===== config.mk =====
export PLATFORM = sky130hd
export DESIGN_NAME = acc_reg
export DESIGN_NICKNAME = d
export VERILOG_FILES = /design/src/rtl/sm_acc_pkg.sv /design/src/rtl/acc_sat.sv /design/src/rtl/add.sv /design/src/rtl/acc_reg.sv
export SDC_FILE = /design/constraint.sdc
export NUM_CORES = 1
export LEC_CHECK = 0
export BUFFER_PORTS_ARGS = -buffer_cell sky130_fd_sc_hd__buf_2
export CORE_ASPECT_RATIO = 1.4
export CORE_MARGIN = 2
export CORE_UTILIZATION = 51
export DETAILED_ROUTE_END_ITERATION = 6
export PLACE_DENSITY = 0.76
export SYNTH_ARGS = -nofsm -noshare
export SYNTH_HDL_FRONTEND = slang
export SYNTH_SLANG_ARGS = --single-unit

===== constraint.sdc =====
create_clock -name clk -period 2.6 [get_ports clk]
set_clock_uncertainty 0.2 [all_clocks]
set_input_delay 0.52 -clock clk [delete_from_list [all_inputs] [get_ports clk]]
set_output_delay 0.52 -clock clk [all_outputs]
set_load 0.1 [all_outputs]

===== src/rtl/sm_acc_pkg.sv =====
`default_nettype none
//============================================================================
// Package : sm_acc_pkg
// Brief   : Shared constants and enums for the SincereMicro accumulator stage.
//           DATA_W     - accumulator / operand width (11 only)
//           c_ACC_MAX  - most positive accumulator value (+1023)
//           c_ACC_MIN  - most negative accumulator value (-1024)
//           op_e       - request op_code encoding
//           state_e    - sequencing FSM states
// Rev     : 1.0  initial release
//============================================================================
package sm_acc_pkg;

   localparam int DATA_W = 11;

   localparam logic signed [DATA_W-1:0] c_ACC_MAX = {1'b0, {(DATA_W-1){1'b1}}};
   localparam logic signed [DATA_W-1:0] c_ACC_MIN = {1'b1, {(DATA_W-1){1'b0}}};

   typedef enum logic [1:0] {
      OP_CLR  = 2'b00,
      OP_LOAD = 2'b01,
      OP_ADD  = 2'b10,
      OP_SUB  = 2'b11
   } op_e;

   typedef enum logic [0:0] {
      ST_IDLE = 1'b0,
      ST_EXEC = 1'b1
   } state_e;

endpackage : sm_acc_pkg
`default_nettype wire


===== src/rtl/acc_sat.sv =====
`default_nettype none
//============================================================================
// Module : acc_sat
// Brief  : Clips the adder's 12-bit sum back to accumulator width and flags
//          overflow. Purely combinational.
// Ports  : sum_i [DATA_W:0]   in  - full-precision signed sum
//          res_o [DATA_W-1:0] out - clipped result
//          ovf_o              out - sum outside the DATA_W signed range
// Config : ACC_SAT_EN defined   -> saturate to c_ACC_MAX / c_ACC_MIN
//          ACC_SAT_EN undefined -> two's-complement wrap (low DATA_W bits)
// Rev    : 1.0  initial release
//============================================================================
module acc_sat
   import sm_acc_pkg::*;
(
   input  logic [DATA_W:0]   sum_i,
   output logic [DATA_W-1:0] res_o,
   output logic              ovf_o
);

   // The guard bit disagreeing with the result sign bit means the value
   // does not fit in DATA_W bits.
   assign ovf_o = sum_i[DATA_W] ^ sum_i[DATA_W-1];

`ifdef ACC_SAT_EN
   // The guard bit carries the true sign, so it picks the clip direction.
   assign res_o = !ovf_o          ? sum_i[DATA_W-1:0] :
                  sum_i[DATA_W]   ? c_ACC_MIN         : c_ACC_MAX;
`else
   assign res_o = sum_i[DATA_W-1:0];
`endif

endmodule : acc_sat
`default_nettype wire


===== src/rtl/add.sv =====
`default_nettype none
//============================================================================
// Module : add
// Brief  : 11-bit signed adder of the datapath; full-precision 12-bit sum.
// Ports  : acc  [10:0] in  - accumulator operand (signed)
//          arg1 [10:0] in  - second operand (signed)
//          out  [11:0] out - signed sum, one guard bit
// Rev    : 1.0  initial release
//============================================================================
module add (
   input  logic signed [10:0] acc,
   input  logic signed [10:0] arg1,
   output logic signed [11:0] out
);

   // Explicit sign extension keeps the sum exact in 12 bits.
   assign out = {acc[10], acc} + {arg1[10], arg1};

endmodule : add
`default_nettype wire


===== src/rtl/acc_reg.sv =====
`default_nettype none
//============================================================================
// Module : acc_reg
// Brief  : Accumulator stage downstream of the add adder. Accepts one
//          CLR/LOAD/ADD/SUB request at a time over valid/ready, commits the
//          result one cycle after the handshake and pulses done.
// Ports  : clk            in  - system clock, rising edge
//          rst_n          in  - synchronous active-low reset
//          op_valid       in  - request present
//          op_ready       out - block can accept a request (IDLE)
//          op_code  [1:0] in  - 00 CLR, 01 LOAD, 10 ADD, 11 SUB
//          op_arg   [W-1] in  - signed operand
//          done           out - one-cycle pulse after result commit
//          acc      [W-1] out - signed accumulator
//          flag_z         out - acc == 0
//          flag_n         out - acc < 0
//          flag_v         out - sticky overflow (cleared by CLR / reset)
// Config : ACC_SAT_EN selects saturating (defined) or wrapping clip
// Rev    : 1.0  initial release
//============================================================================
module acc_reg #(
   parameter int DATA_W = 11
) (
   input  logic                     clk,
   input  logic                     rst_n,
   input  logic                     op_valid,
   output logic                     op_ready,
   input  logic [1:0]               op_code,
   input  logic signed [DATA_W-1:0] op_arg,
   output logic                     done,
   output logic signed [DATA_W-1:0] acc,
   output logic                     flag_z,
   output logic                     flag_n,
   output logic                     flag_v
);
   import sm_acc_pkg::*;

   state_e                    state_q, state_d;
   op_e                       op_q, op_d;
   logic signed [DATA_W-1:0]  arg_q, arg_d;
   logic signed [DATA_W-1:0]  acc_q, acc_d;
   logic                      flag_v_q, flag_v_d;
   logic                      done_q, done_d;

   logic                      w_neg_sat;
   logic signed [DATA_W-1:0]  w_operand;
   logic signed [DATA_W:0]    w_sum;
   logic [DATA_W-1:0]         w_res;
   logic                      w_ovf;

   // -(-1024) is not representable: substitute +1023 and report it as an
   // overflow event at commit.
   assign w_neg_sat = (arg_q == c_ACC_MIN);

   always_comb begin
      w_operand = arg_q;
      if (op_q == OP_SUB) begin
         w_operand = w_neg_sat ? c_ACC_MAX : -arg_q;
      end
   end

   add u_add (
      .acc  (acc_q),
      .arg1 (w_operand),
      .out  (w_sum)
   );

   acc_sat u_acc_sat (
      .sum_i (w_sum),
      .res_o (w_res),
      .ovf_o (w_ovf)
   );

   always_comb begin
      state_d  = state_q;
      op_d     = op_q;
      arg_d    = arg_q;
      acc_d    = acc_q;
      flag_v_d = flag_v_q;
      done_d   = 1'b0;
      op_ready = 1'b0;
      case (state_q)
         ST_IDLE: begin
            op_ready = 1'b1;
            if (op_valid) begin
               op_d    = op_e'(op_code);
               arg_d   = op_arg;
               state_d = ST_EXEC;
            end
         end
         ST_EXEC: begin
            state_d = ST_IDLE;
            done_d  = 1'b1;
            case (op_q)
               OP_CLR: begin
                  acc_d    = '0;
                  flag_v_d = 1'b0;
               end
               OP_LOAD: begin
                  acc_d = arg_q;
               end
               OP_ADD: begin
                  acc_d    = w_res;
                  flag_v_d = flag_v_q | w_ovf;
               end
               OP_SUB: begin
                  acc_d    = w_res;
                  flag_v_d = flag_v_q | w_ovf | w_neg_sat;
               end
               default: begin
                  acc_d = acc_q;
               end
            endcase
         end
         default: begin
            state_d = ST_IDLE;
         end
      endcase
   end

   always_ff @(posedge clk) begin
      if (!rst_n) begin
         state_q  <= ST_IDLE;
         op_q     <= OP_CLR;
         arg_q    <= '0;
         acc_q    <= '0;
         flag_v_q <= 1'b0;
         done_q   <= 1'b0;
      end else begin
         state_q  <= state_d;
         op_q     <= op_d;
         arg_q    <= arg_d;
         acc_q    <= acc_d;
         flag_v_q <= flag_v_d;
         done_q   <= done_d;
      end
   end

   assign acc    = acc_q;
   assign done   = done_q;
   assign flag_v = flag_v_q;
   assign flag_z = (acc_q == '0);
   assign flag_n = acc_q[DATA_W-1];

endmodule : acc_reg
`default_nettype wire


# Word-level counts from Yosys, hierarchy flattened
# Cells that the tools add are included.
# classes
addsub,2
n_eq_ne,4
muxes,8
n_bitwise,4
n_reduce_logical,6
# ops
op,count
$pmux W11 S3,1
$mux W11,2
$add A11 B11 Y12,1
$eq A11 B11 Y1 const B,1
$logic_not A11 Y1,1
$neg A11 Y11,1
$eq A2 B2 Y1 const B,2
$reduce_and A2 Y1,2
$mux W1,3
$pmux W1 S3,1
$reduce_bool A3 Y1,1
$eq A2 B1 Y1 const B,1
$logic_not A2 Y1,1
$or A1 B1 Y1,2
$pmux W1 S2,1
$reduce_or A2 Y1,1
$not A1 Y1,1
$xor A1 B1 Y1,1
# totals
regBits,27
in_bits,16
out_inout_bits,16
elab_cells,30

# Longest topological paths before layout
# Gate-level depths: netlist (run 1).
# logic_depth
word_depth,8
ltp_mapped,14
ltp_nobuf,13

# Cells and area by module
# From an unflattened synthesis (run 1), not the netlist that was laid out.
# hier_totals
hier_cells,242
hier_area_um2,1980.6
# modules_own_cells
module,instances,cells_per_inst,area_each_um2,seq_area_each_um2
acc_reg,1,177,1455.1,540.5
add,1,53,434.2,0.0
acc_sat,1,12,91.3,0.0

# Least setup slack after synthesis (run 1)
# No wires, ideal clock.
# synth_timing
path_kind,flip-flop to output port
startpoint,"register acc_q[2], in the netlist acc[2]"
endpoint,output port flag_z
arrival_time_ps,3929
path_slack_ps,-2049
stages_incl_launch_ff,4
path_buffers,0
path_cell_list,dfxtp_1 nor4_1 nand2_1 nor4_1
# synth_between
elab_chain_cells,1
# synth_lines
element,line,source
from (decl),acc_reg.sv:41,"logic signed [DATA_W-1:0] acc_q, acc_d;"
from (signal assigned),acc_reg.sv:126,acc_q <= '0;
from (signal assigned),acc_reg.sv:133,acc_q <= acc_d;
$logic_not A11 Y1,acc_reg.sv:142,assign flag_z = (acc_q == '0);
to (decl),acc_reg.sv:32,"output logic flag_z,"
# Every way passes these cells.

# Worst setup path after layout (run 1)
# layout_timing
startpoint,register arg_q[4]
endpoint,"register flag_v_q, in the netlist flag_v"
# layout_between
elab_chain_cells,8
# layout_lines
element,line,source
from (decl),acc_reg.sv:40,"logic signed [DATA_W-1:0] arg_q, arg_d;"
from (signal assigned),acc_reg.sv:132,arg_q <= arg_d;
$neg A11 Y11 or $eq A11 B11 Y1 (tied branches),"acc_reg.sv:58, acc_reg.sv:53",
$mux W11,acc_reg.sv:58,w_operand = w_neg_sat ? c_ACC_MAX : -arg_q;
$mux W11,acc_reg.sv:57,if (op_q == OP_SUB) begin
$add A11 B11 Y12,add.sv:17,"assign out = {acc[10], acc} + {arg1[10], arg1};"
$xor A1 B1 Y1,acc_sat.sv:23,assign ovf_o = sum_i[DATA_W] ^ sum_i[DATA_W-1];
$or A1 B1 Y1,"acc_reg.sv:104, acc_reg.sv:108",
$or A1 B1 Y1,acc_reg.sv:108,flag_v_d = flag_v_q | w_ovf | w_neg_sat;
$pmux W1 S3 (*),acc_reg.sv:94,case (op_q)
to (signal assigned),acc_reg.sv:134,flag_v_q <= flag_v_d;
to (decl),acc_reg.sv:42,"logic flag_v_q, flag_v_d;"
# Mark *: on every way between the ends. The rest lies on a longest branch, timed or not.
# A chain may end at the register's enable or synchronous reset.

==> run summary, run 1 <==
The run finished, with violations left. The final reports fail on setup timing. The cell family contributing the most delay on the critical path is simple AND/OR/NAND/NOR gates.

The remaining max-slew budget at the tightest pin is 52.0%. The total number of cells along the worst setup path is 11. The filler cell count in the final layout came out at around 260. The wire length reported by the detailed router is 6450 um.

The number of max-cap violations came out at 0. The worst hold margin came out at 0.267 ns. Synthesis produced 245 cells.

Measured along the x axis, the die boundary spans 55.8 um. The antenna diode count is 0. TritonCTS built the clock tree.

The deepest level of the CTS H-tree is 1. The total buffers and inverters traversed by the critical path is 0. The clock transition at the registers of the reported paths came out at 0.10 ns. The critical-path cell with the highest stage delay is or3_4. The per-cell routed wire length is between 15 and 20 um.

The number of failing hold endpoints at the final stage is 0. For this block, the initial DRC count from the detailed router was 110. The worst setup margin came out at -0.436 ns. The commonest cells after synthesis are nand2_1, dfxtp_1, o21ai_0. The final worst-path cycle share is 117%. Yosys mapped a number of flops with a built-in enable equal to 0. After synthesis, the largest family of logic cells by area is compound AO/OA/AOI/OAI gates. The total clock sinks is 27. IR analysis of the VDD net gives a maximum drop of approximately 0.42 mV. Of all cell types, the one taking the most synthesized area is dfxtp_1.

The most used flip-flop cell after synthesis is dfxtp_1. The number of remaining DRC errors came out at 0. The class of the tightest hold or removal check is primary input to flop. The placed wire-length estimate is 3820 um.

Of all flip-flops after synthesis, the portion carrying an async set or reset was 0%. The detail route stage leaves a number of antenna-violating nets equal to 0. The via density per instance came out at 6.08. The worst-case clock buffer depth is 2. The cell with the most instances after synthesis is nand2_1. At the pin with the least slew margin, the transition time is 0.718 ns. The first global-routing pass estimated 9760 um of wire. The share of the Yosys chip area taken by registers is 28.2%. The synthesized netlist occupies a cell area of 0.00192 mm^2. Counting instances, the worst hold path has a depth of 3. The maximum clock rate is between 300 and 400 MHz. The data required time at the worst endpoint came out at around 2.6 ns. The worst setup path is captured at a flop. The number of antenna violations at the first check in global routing is 0. The number of nets in the synthesized netlist came out at 274. The finished cells cover 0.00283 mm^2. The signal on the critical path passes through or3_4 -> o311ai_4 -> o21ai_2 -> xnor2_1 -> nand2_1 -> ha_1 -> and2_4 -> and2_4 -> a311oi_4 -> xnor2_2 -> a22oi_2. The start-to-end type of the worst setup path is flop to flop. The I/O pin total is 32.

At the end of routability-driven placement, the weighted congestion stood at about 0.93. The Yosys warning count came out at 0. The count of final setup violators is 8.

The fraction of the mapped netlist area in compound gates is 28.4%. Global routing consumed, over all layers together, 28.4% of the routing resources. The area of placed instances is between 0.002 and 0.0025 mm^2.

Clock tree synthesis inserted a total of 3 buffers. The total leakage power is 1.26 nW. The area taken by multi-input logic gates is between 0.0015 and 0.002 mm^2.

The adder-cell share of the synthesized area came out at 8.87%. Entering global routing, the biggest net connects 24 pins. The total vias in the final route is 2165. Yosys attributes the largest share of cell area to dfxtp_1, nand2_1, ha_1.

The count of input and output buffers came out at 31. Setup repair after global routing could not meet its margin everywhere. The worst-case register-to-register setup slack is -0.44 ns. The proportion of netlist area held by the largest area contributor came out at 28.2%. The ratio of cells with drive above 1 in the final layout is 46.2%. The core area came out at about 0.0036 mm^2. In this design, the stage delay of the slowest critical-path cell is 0.41 ns. The xor/xnor cell area share of the yosys netlist is about 6.8%. The synthesized area per cell came out at 7.83 um^2. The most frequent cell on the critical path is and2_4. Data on the critical path arrives at its endpoint at 3.00 ns. The initial utilization of the core area, before any placement, comes to 52.7%.

The first-pass detailed-route iteration total is 6. The number of flip-flops and latches in the synthesized netlist is 27. The power density over cell area is just over 400 mW/mm^2. The largest fanout of any net on the critical path came out at 5.

The vertical die dimension came out at 76.6 um. The die covers 0.00428 mm^2. The via count of the first global-routing pass was around 2.1k. Synthesis instantiated 46 different standard cells from the library. For the worst flop-to-flop path, the logic depth is 11. The register cell area after layout is between 500 and 600 um^2.

The multiplexer share of the synthesized area is 0%. The time the final worst path needs with I/O delays and setup is 3.04 ns. The insertion delay of the later-clocked pin in the worst-skew pair is approximately 0.28 ns. The number of pins with negative max-slew slack in the final report came out at 0. At the end of the flow, the number of nets in the layout was 344.

Relative to the synthesized area, the layout overhead comes to 47.3%. The root buffer cell chosen for the clock tree is clkbuf_8. The worst setup path is launched from a flop. The total grt overflow came out at 0.

The post-synthesis share of cell area spent on and, or, nand and nor gates came out at ~23%. The count of hold-fix buffers inserted at cts is 0. The number of standard-cell rows in the floorplan came out at 26.
metal layers:
layer | wire (um) | global-route usage (%)
met5 | 0 | 0
met3 | 526 | 2.55
met1 | 2430 | 33.2
met4 | 165 | 12.6
met2 | 3340 | 51.5
repair_timing:
| item | CTS | global route |
|---|---|---|
| setup buffers | 3 | 3 |
| setup endpoints to repair | 9 | 10 |
| resized for setup | 33 | 24 |
| pin swaps | 21 | 21 |
cell usage in the layout, fill, tap and decap left out, types with 2 or more instances in the layout:
cell type   n
a21boi_0   13
a21o_1      4
o21ai_1     3
nand3_1     5
clkbuf_8    3
xor2_1      4
nor2b_1     2
or3_1       2
nand4_1     2
ha_4       10
o21ai_0    13
buf_4      42
dfxtp_1    16
and2_1      2
a21oi_2     5
a22oi_1     2
o21ai_4     2
nor4_1      2
nand2_1    49
buf_6       5
nand3_2     2
nand2_4     5
nor2_1      9
dfxtp_2    11
buf_2      31
a21oi_4     2
xnor2_1     6
o211ai_1    4
and2_4      2
xor2_2      2
o211a_1     4
a21oi_1    11
nor4_4      2
inv_1       8
xnor2_2     2
o21ai_2     4
final timing paths:
check,from,end
max,arg_q[4],flag_v
min,op_arg[0],arg_q[0]
max reg2reg,arg_q[4],flag_v
min reg2reg,acc[0],acc[0]
worst min-delay path, cell delays in order:
cell and delay [ns]:
buf_2 0.09, nand2_1 0.04, a21boi_0 0.06
final cells by class:
type / instances / share of cell area (%)
clock buffers: 3 / 1.46
clock inverters: 1 / 0.177
inverters: 9 / 1.19
multi-input cells: 196 / 57.1
flip-flops and latches: 27 / 19.6
well taps: 42 / 1.86
repair buffers: 78 / 18.6
per-stage QoR:
stage | instances | setup WS [ns] | TNS, ns | total power, mW | utilization, %
floorplan | 245 | -0.186 | -0.817 | 0.714 | -
global placement | 346 | -0.262 | -1.36 | 0.812 | 66.5
detailed placement | 346 | -0.343 | -1.84 | 0.819 | 66.5
CTS | 353 | -0.269 | -1.20 | 1.09 | 73.6
global route | 356 | -0.484 | -2.84 | 1.19 | 77.6
finish | 356 | -0.436 | -1.90 | 1.14 | 77.6
logic make-up after synthesis:
logic type / after synthesis
adders and majority gates: 13
xor gates and xnor gates: 14
AOI/OAI and AO/OA: 77
DFF: 27
buffers and inverters: 22
and+or+nand+nor: 92
report_power, final:
part | internal (mW) | switching [mW]
combinational | 0.171 | 0.264
sequential | 0.435 | 0.0212
clock | 0.108 | 0.143
total | 0.714 | 0.429
Power figures use the tool's default switching activity.
==> run 2, diff against run 1 <==
Settings changed: BUFFER_PORTS_ARGS -buffer_cell sky130_fd_sc_hd__buf_2 to -buffer_cell sky130_fd_sc_hd__clkbuf_2.
==> run 2 against run 1 <==
  * Clock power grew 2%
  * Sequential power about the same
  * Combinational power down 5.1%
  * Count of clock-buffer cells in the layout is 1 higher
  * Final cell count fell by 1.1%
  * Largest power group unchanged
  * Register-to-register slack better by 0.02 ns
  * The run still ends with setup timing left
  * Global-route usage down 1.6 points
  * Worst setup slack better by 0.023 ns
  * Core utilization is 2.0 points lower
  * Via count down 4.7%
  * Critical path depth is 2 higher
  * Fmax grew 0.77%
==> run summary, run 2 (synthesis gave the netlist of run 1 again) <==
The final standard cell area without fillers came out at ~0.0028 mm^2. The starting utilization of the core area is 52.7%. The remaining max-slew budget at the tightest pin is 53.8%. The overall power consumption came out at 1.13 mW. The critical-path cell with the highest stage delay is or3_4. The worst setup margin came out at -0.413 ns.

STA classifies the critical path startpoint as a flop. The final worst-path cycle share is 116%. The worst reg-to-reg path cell count is 13. The endpoint of the worst-slack reg-to-reg timing path is flag_v. The number of failing hold endpoints at the final stage is 0.

The final cell utilization of the core came out at 75.6%. The total buffers and inverters traversed by the critical path came out at 1. The time the final worst path needs with I/O delays and setup came out at 3.01 ns. Entering global routing, the biggest net connects 28 pins. The pre-CTS setup slack is -0.278 ns.

The beginning of the worst register-to-register path is arg_q[4]. Summed over all cells, the static leakage comes to 1.21 nW. For the pin with the worst max-slew slack, the measured transition is about 0.69 ns.

The power density over cell area came out at 409 mW/mm^2. The critical path capture point type is a flop. The library cell used most frequently in the layout, excluding fill and tap cells, is nand2_1. In this design, the largest share of critical-path delay is due to simple AND/OR/NAND/NOR gates.

The longest individual stage delay on the worst path is 0.41 ns. The congestion estimate from routability-driven global placement came to ~0.94. The DRC violation total after the first TritonRoute iteration is between 90 and 100.

The count of input and output buffers is 31. The ratio of cells with drive above 1 in the final layout came out at 44.8%. The floorplan step set the die width to 55.8 um.

In this run the register-to-register setup slack is -0.41 ns. The number of antenna violations at the first check in global routing came out at 0. The area of placed instances came out at between 0.002 and 0.0025 mm^2. The via count of the first global-routing pass is ~2.0k. The via density per instance came out at 5.86. The later pin in the worst-skew pair is clocked with a latency of between 0.2 and 0.3 ns. The total clock sinks is 27. Setup repair after global routing could not meet its margin everywhere. The final reports fail on setup timing. The top cell types in the final layout, fill and taps aside, are nand2_1, buf_4, clkbuf_2. The die is 76.6 um tall.

Traced cell by cell, the critical path runs through or3_4 -> nor3b_4 -> buf_4 -> a21oi_2 -> xnor2_2 -> nand2_2 -> ha_4 -> a21oi_2 -> o21ai_2 -> and2_4 -> a311oi_2 -> xnor2_1 -> a22oi_2. Clock-pin slew was measured on the worst setup and hold paths at 0.10 ns. The largest fanout of any net on the critical path came out at 5.

The cell that appears most often on the critical path is a21oi_2. The first global-routing pass estimated 9160 um of wire. The global routing usage summed across all routing layers came out at 26.8%. The number of pins with negative max-slew slack in the final report came out at 0. The run finished, with violations left. Summed over all layers, the global routing overflow is 0. The wire length reported by the detailed router came out at between 5000 and 6000 um. After the last flow step, the layout net total stands at 340.

The start-to-end type of the worst setup path is flop to flop. The maximum clock rate is 332 MHz. The core area came out at 0.00364 mm^2. The number of buffers created by CTS came out at 3. The number of max-cap violations is 0.

The post-detailed-route count of antenna-violating nets came out at 0. TritonCTS built the clock tree. The I/O pin total came out at 32. The first-pass detailed-route iteration total came out at 4.

Clock tree synthesis selected as its root buffer the cell clkbuf_8. The min-delay analysis places its worst path in the category primary input to flop. The worst hold path startpoint is op_arg[0]. The arrival time of data at the critical path endpoint is 2.98 ns.

The number of remaining DRC errors is 0. The worst-case clock buffer depth is 2. The data required time at the worst endpoint came out at 2.57 ns.

The cell depth of the worst min-delay path is 3. The filler cell count in the final layout came out at 266. Setup violations remaining at the end of the flow were counted as 7. The deepest level of the CTS H-tree came out at 1. From synthesis to final layout, the design area changed by 43.5%. The antenna diode count came out at 0. The die covers 0.00428 mm^2. The HPWL after detailed placement is 3860 um. The routed layout has 2064 vias.

The per-cell routed wire length is 17.0 um. The number of standard-cell rows in the floorplan came out at 26. The worst hold path terminates at arg_q[0]. The worst vdd rail ir drop came out at 0.357 mV.
[run 2: cell count changes in the layout (fill, tap and decap cells not counted), sizes merged]
| cell | delta |
|---|---|
| clkinv | -1 |
| buf | -34 |
| clkbuf | +31 |
[run 2: layout make-up]
cell class	count	area (um^2)	share of cell area [%]
multi-input cells	196	1570	57.0
flip-flops and latches	27	554	20.1
repair buffers	74	499	18.1
well taps	42	52.6	1.91
clock buffers	4	45.0	1.64
inverters	9	33.8	1.23
[run 2: worst reg2reg max path: cells and delay by family, from the launching register on]
| kind | cells | cell delay (ns) |
|---|---|---|
| AND/OR/NAND/NOR | 4 | 0.97 |
| AO/OA/AOI/OAI | 5 | 0.58 |
| XOR/XNOR | 2 | 0.40 |
| flip-flops | 1 | 0.33 |
| adder cells (fa/ha/maj) | 1 | 0.25 |
| buffers and inverters | 1 | 0.17 |
[run 2: how the worst max path moves through the flow]
| stage | depth (start not counted) | from | to | slack [ns] |
|---|---|---|---|---|
| after global routing | 13 | arg_q[4] | flag_v | -0.50 |
| after global placement | 12 | arg_q[4] | flag_v | -0.24 |
| after floorplan | 13 | arg_q[4] | flag_v | -0.19 |
| final | 13 | arg_q[4] | flag_v | -0.41 |
| after CTS | 13 | arg_q[4] | flag_v | -0.21 |
| after detailed placement | 12 | arg_q[4] | flag_v | -0.28 |
[run 2: timing repair]
| item | 4_1_cts | 5_1_grt |
|---|---|---|
| buffers inserted | 4 | 0 |
| pin swaps | 9 | 14 |
| hold buffers | 0 | 0 |
| endpoints found under the setup margin | 9 | 11 |
| resized for setup | 23 | 28 |
[run 2: through the flow]
stage	instances	hold WS, ns	setup TNS [ns]
finish	352	0.250	-1.52
global route	352	0.273	-2.38
CTS	352	0.253	-1.07
detailed placement	344	0.313	-1.60
global placement	344	0.307	-1.17
floorplan	245	0.265	-0.817
[run 2: where the power goes]
| part | switching (mW) | internal, mW |
|---|---|---|
| logic | 0.255 | 0.157 |
| registers | 0.0211 | 0.435 |
| clock network | 0.146 | 0.111 |
[run 2: per-layer routing]
layer / up-vias / wire (um) / GRT usage, %
li1: 985 / - / -
met1: 986 / 2310 / 30.3
met2: 78 / 3250 / 49.5
met3: 15 / 300 / 3.06
met4: 0 / 135 / 11.9
met5: - / 0 / 0
